File: src/rtl/bcd_pkg.sv
// Shared types and constants for the BCD-to-binary converter.
package bcd_pkg;

    typedef enum logic [1:0] {
        IDLE,
        SHIFT,
        ADJ,
        DONE
    } state_t;

    localparam int          NUM_DIGITS = 3;
    localparam int          BIN_W      = 8;
    localparam int          BCD_W      = 12;
    localparam logic [3:0]  ADJ_THRESH = 4'd8;
    localparam logic [3:0]  ADJ_VAL    = 4'd3;
    localparam int          LAST_SHIFT = 8;

endpackage

File: src/rtl/bcd_digit_valid.sv
// Combinational check that one BCD nibble holds a legal decimal digit (0-9).
module bcd_digit_valid (
    input  logic [3:0] digit,
    output logic       valid
);

    assign valid = (digit <= 4'd9);

endmodule

File: src/rtl/bcd2b.sv
// Three-digit BCD to 8-bit binary converter (reverse double-dabble, fixed latency).
// Optional BCD2B_AUTO_START_EN: also start a conversion whenever bcd differs from the last accepted value.
module bcd2b
    import bcd_pkg::*;
(
    input  logic        clk,
    input  logic        rst,
    input  logic        start,
    input  logic [11:0] bcd,
    output logic [7:0]  binary,
    output logic        busy,
    output logic        done,
    output logic        err
);

    state_t                  state;
    logic [BCD_W-1:0]        bcd_reg;
    logic [BIN_W-1:0]        bin_reg;
    logic [1:0]              dig_idx;
    logic [3:0]              shift_cnt;
    logic                    invalid;
    logic [NUM_DIGITS-1:0]   digit_ok;
    logic                    all_valid;
    logic                    start_int;
    logic                    accept;
    logic [3:0]              cur_digit;

    for (genvar g = 0; g < NUM_DIGITS; g++) begin : g_valid
        bcd_digit_valid u_valid (
            .digit (bcd[4*g +: 4]),
            .valid (digit_ok[g])
        );
    end

    assign all_valid = &digit_ok;
    assign cur_digit = bcd_reg[{dig_idx, 2'b00} +: 4];

`ifdef BCD2B_AUTO_START_EN
    logic [BCD_W-1:0] last_accepted_bcd;

    assign start_int = start | (bcd != last_accepted_bcd);

    always_ff @(posedge clk) begin
        if (rst)
            last_accepted_bcd <= '0;
        else if (accept)
            last_accepted_bcd <= bcd;
    end
`else
    assign start_int = start;
`endif

    // The done-pulse cycle is spent in IDLE, so starts are blocked there until done drops.
    assign accept = (state == IDLE) && !done && start_int;

    always_ff @(posedge clk) begin
        if (rst) begin
            state     <= IDLE;
            bcd_reg   <= '0;
            bin_reg   <= '0;
            dig_idx   <= '0;
            shift_cnt <= '0;
            invalid   <= 1'b0;
            binary    <= '0;
            busy      <= 1'b0;
            done      <= 1'b0;
            err       <= 1'b0;
        end else begin
            case (state)
                IDLE: begin
                    done <= 1'b0;
                    if (done) begin
                        busy <= 1'b0;
                    end else if (accept) begin
                        bcd_reg   <= bcd;
                        bin_reg   <= '0;
                        dig_idx   <= '0;
                        shift_cnt <= '0;
                        invalid   <= !all_valid;
                        busy      <= 1'b1;
                        state     <= all_valid ? SHIFT : DONE;
                    end
                end
                SHIFT: begin
                    {bcd_reg, bin_reg} <= {1'b0, bcd_reg, bin_reg[BIN_W-1:1]};
                    shift_cnt          <= shift_cnt + 4'd1;
                    dig_idx            <= '0;
                    if (shift_cnt == 4'(LAST_SHIFT - 1))
                        state <= DONE;
                    else
                        state <= ADJ;
                end
                ADJ: begin
                    if (cur_digit >= ADJ_THRESH)
                        bcd_reg[{dig_idx, 2'b00} +: 4] <= cur_digit - ADJ_VAL;
                    if (dig_idx == 2'(NUM_DIGITS - 1))
                        state <= SHIFT;
                    else
                        dig_idx <= dig_idx + 2'd1;
                end
                DONE: begin
                    done  <= 1'b1;
                    state <= IDLE;
                    if (invalid) begin
                        binary <= '0;
                        err    <= 1'b1;
                    end else if (bcd_reg != '0) begin
                        binary <= '1;
                        err    <= 1'b1;
                    end else begin
                        binary <= bin_reg;
                        err    <= 1'b0;
                    end
                end
                default: state <= IDLE;
            endcase
        end
    end

endmodule
File: config.mk
export PLATFORM = sky130hd
export DESIGN_NAME = bcd2b
export DESIGN_NICKNAME = d
export VERILOG_FILES = /design/src/rtl/bcd_pkg.sv /design/src/rtl/bcd_digit_valid.sv /design/src/rtl/bcd2b.sv
export SDC_FILE = /design/constraint.sdc
export NUM_CORES = 1
export LEC_CHECK = 0
export CORE_MARGIN = 3
export CORE_UTILIZATION = 46
export CTS_CLUSTER_DIAMETER = 30
export CTS_CLUSTER_SIZE = 28
export DETAILED_ROUTE_END_ITERATION = 8
export GPL_TIMING_DRIVEN = 0
export PLACE_DENSITY = 0.7
export SLEW_MARGIN = 20
export SYNTH_ARGS = -nofsm -noshare
export SYNTH_HDL_FRONTEND = slang
export SYNTH_HIERARCHICAL = 1
export SYNTH_SLANG_ARGS = --single-unit
File: constraint.sdc
create_clock -name clk -period 1.86 [get_ports clk]
set_input_delay 0.372 -clock clk [delete_from_list [all_inputs] [get_ports clk]]
set_output_delay 0.372 -clock clk [all_outputs]
set_load 0.02 [all_outputs]
==> results.py <==
metrics = {
    "setup_path": {
        "crit_chain": "buf_6, buf_12, buf_4, nand3b_1, o21ai_2, inv_2, ha_4, a31oi_1, o211ai_1, o211ai_1, a21oi_1",
        "crit_top_cell": "sky130_fd_sc_hd__o211ai_1",
        "timing.critical_path.fanout_max": 5,
        "cp_slowest_cell": "sky130_fd_sc_hd__dfxtp_2",
        "start_kind": "register",
        "worstRegToRegCells": 11,
        "required_ns": 2.08,
        "worst_path_largest_cell_delay_ns": 0.34,
        "critical_path_class": "register to register",
        "crit_path_capture_type": "register",
        "critical_path.n_buffers_inverters": 4,
        "worst-endpoint-arrival_ns": 2.19,
        "top_family_by_delay_on_critical_path": "compound AO/OA/AOI/OAI gates",
        "path_depth": 11,
    },
    "synthesis": {
        "synth_edf_count": 0,
        "synth.yosys.warnings": 6,
        "yosys-top-cells-area": "sky130_fd_sc_hd__dfxtp_1 (33%), sky130_fd_sc_hd__mux2i_1 (7.0%), sky130_fd_sc_hd__ha_1 (6.7%)",
        "avgSynthCellArea_um2": 8.13,
        "postSynthCellCount": 299,
        "synth_sequential_area_ratio_pct": 32.9,
        "netlist.area_leader.share_pct": 32.9,
        "postSynthNetCount": 327,
        "synthesis.area_mm2": 0.00243,
        "async_reset_ff_share_pct": 0,
        "unique_masters_post_synth": 47,
        "synth-main-ff-cell": "sky130_fd_sc_hd__dfxtp_1",
        "synth_largest_area_cell": "sky130_fd_sc_hd__dfxtp_1",
        "synth.ff_latch_count": 40,
    },
    "drt": {
        "drt_wl_total_um": 6890,
        "antenna_violating_nets_post_route": 0,
        "drt_pass1_iterations": 6,
        "vias": 2439,
        "drcViolationCount": 0,
        "drt_iter0_drc": 306,
        "avgRoutedWirePerCell_um": 16.5,
        "vias_per_cell": 5.85,
    },
    "power_and_ir_drop": {
        "cellInternalPower_mw": 2.85,
        "worst_ir_drop_vdd_uv": 758,
        "switching_share_pct": 44.2,
        "power_frac_seq_pct": 24.9,
        "power_per_standard_cell_area_mw_per_mm2": 1570,
        "combPwrFrac_pct": 60.4,
        "clockPowerShare_pct": 14.7,
        "p_sw_mw": 2.25,
        "power.total_mw": 5.10,
        "power.leakage_nw": 1.17,
    },
    "cells_and_area": {
        "most-common-layout-cells": "sky130_fd_sc_hd__nor2_1 (39), sky130_fd_sc_hd__dfxtp_1 (36), sky130_fd_sc_hd__nand2_1 (27)",
        "largest_reg_flops": 12,
        "num-fill-cells": 408,
        "design.final.nets": 377,
        "final_cells": 417,
        "syn_to_final_growth_pct": 33.1,
        "diodes": 0,
        "post_route_cells_drive_above_1_share_pct": 21.7,
        "layout_commonest_cell": "sky130_fd_sc_hd__nor2_1",
    },
    "timing": {
        "share_of_the_clock_period_used_by_the_worst_path_after_layout_pct": 106,
        "hold_viol": 0,
        "max_freq_mhz": 507,
        "setup_ws_ns": -0.114,
        "timing_max_transition_violations_final": 0,
        "final_critical_delay_including_setup_and_external_delays_ns": 1.97,
        "grt_setup_unrepaired": "yes",
        "slew_headroom_pct": 55.3,
        "timing_worst_slew_pin_value_ns": 0.671,
        "clock-skew-final_ns": 0.0165,
        "setup-violations-final": 9,
        "totalNegativeSetupSlack_ns": -0.562,
    },
    "placed_design": {
        "estimated_wirelength_of_the_detail_placed_design_um": 4530,
        "pre_cts_slack_ns": -0.544,
        "place.detailed.instances": 391,
        "place.gp.congestion": 0.917,
        "port_buffers": 25,
    },
    "cts": {
        "htreeDepth": 2,
        "clkTransAtPathRegs_ns": 0.09,
        "clock-sinks": 40,
        "clock-root-buffer": "sky130_fd_sc_hd__clkbuf_8",
        "ctsLongestPathBuffers": 2,
        "tritoncts_clock_tree": "built",
        "clock_latency_ns": 0.31,
        "cts_made_buffers": 5,
    },
    "global_routing": {
        "wire_length_of_the_first_global_routing_pass_um": 11400,
        "antenna_found_initial": 0,
        "grtUsageMet1_pct": 30.8,
        "grt_util_met2_pct": 35.7,
        "grt_remaining_overflow": 0,
        "first_global_vias": 2321,
        "grt_met3_usage_pct": 5.56,
        "grt_max_degree": 15,
        "grtUsageTotal_pct": 23.1,
        "globalRoute.busiestLayer": "met2",
    },
    "floorplan": {
        "die_y_um": 78.7,
        "initial_core_utilization_pct": 49.5,
        "die_area_mm2": 0.00620,
        "row_count": 25,
        "num_io_pins": 26,
        "fp.dieW_um": 78.7,
        "floorplan.core_area_mm2": 0.00491,
    },
    "status": {
        "outcome": "complete, but fails checks",
        "failed_checks": "negative setup slack",
    },
    "worst_hold_path": {
        "hold_class": "register to register",
        "worst_hold_path.num_cells": 2,
    },
    "job": {
        "cap_violations": 0,
    },
}
cells in the mapped netlist (all sizes together) (6+ instances only):
cell / instances
nand2: 27
inv: 20
dfxtp: 40
clkbuf: 10
nor2: 40
mux2i: 17
nand3b: 6
nor2b: 7
buf: 10
ha: 13
a21oi: 24
o211ai: 9
o21ai: 9
a22oi: 10
cell type report:
cell class / instances / area (um2) / area share, %
clock buffers: 5 / 68.8 / 2.13
well taps: 67 / 83.8 / 2.59
clock inverters: 3 / 46.3 / 1.43
repair buffers: 45 / 417 / 12.9
multi-input cells: 219 / 1620 / 49.9
flip-flops and latches: 40 / 806 / 24.9
plain buffers: 18 / 123 / 3.79
inverters: 20 / 78.8 / 2.43
repair_timing:
item	4_1_cts	5_1_grt
hold buffers	0	0
gates resized for setup	28	23
endpoints found under the setup margin	34	30
pin swaps	10	22
buffers inserted	9	12
hold endpoints to repair	0	0
final timing paths:
kind                                     end  slack [ns]         start
worst max-delay path              bcd_reg[1]       -0.11    dig_idx[0]
worst min-delay path            shift_cnt[3]        0.48  shift_cnt[3]
worst max register to register    bcd_reg[1]       -0.11    dig_idx[0]
worst min register to register  shift_cnt[3]        0.48  shift_cnt[3]
per-stage QoR:
step                      hold slack [ns]  utilization (%)  area, um2
after global placement              0.467             56.3       2770
after global routing                0.496             65.9       3240
after CTS                           0.482             62.1       3050
after detailed placement            0.470             56.3       2770
final                               0.484             65.9       3240
after floorplan                     0.453                -       2430
kinds of logic (layout without fill, tap and decap cells):
family          after synthesis  after routing  synth area share, %
simple gates                101            101                 20.1
flops                        40             40                 32.9
mux                          17             17                 7.00
fa+ha+maj                    13             13                 6.69
buf+inv                      40             91                 7.05
xor+xnor                      3              3                 1.08
compound gates               85             85                 25.2
worst register-to-register path, stage by stage, from the launching register on:
cell	delay (ns)
sky130_fd_sc_hd__dfxtp_2	0.34
sky130_fd_sc_hd__buf_6	0.13
sky130_fd_sc_hd__buf_12	0.12
sky130_fd_sc_hd__buf_4	0.13
sky130_fd_sc_hd__nand3b_1	0.17
sky130_fd_sc_hd__o21ai_2	0.11
sky130_fd_sc_hd__inv_2	0.07
sky130_fd_sc_hd__ha_4	0.28
sky130_fd_sc_hd__a31oi_1	0.08
sky130_fd_sc_hd__o211ai_1	0.17
sky130_fd_sc_hd__o211ai_1	0.13
sky130_fd_sc_hd__a21oi_1	0.14
power groups by stage:
stage,Clock (mW),Combinational (mW),Sequential (mW)
after floorplan,0,1.77,1.26
after global placement,0,2.39,1.26
after detailed placement,0,2.42,1.26
after CTS,0.756,2.66,1.25
after global routing,0.800,3.34,1.30
final,0.748,3.08,1.27
metal layers:
layer  vias up  share of wire, %
met3        28               6.3
met4         0               3.1
met5         -                 0
met2       112                45
li1       1164                 -
met1      1135                46
Note: power is estimated with default switching activity, not from simulation.
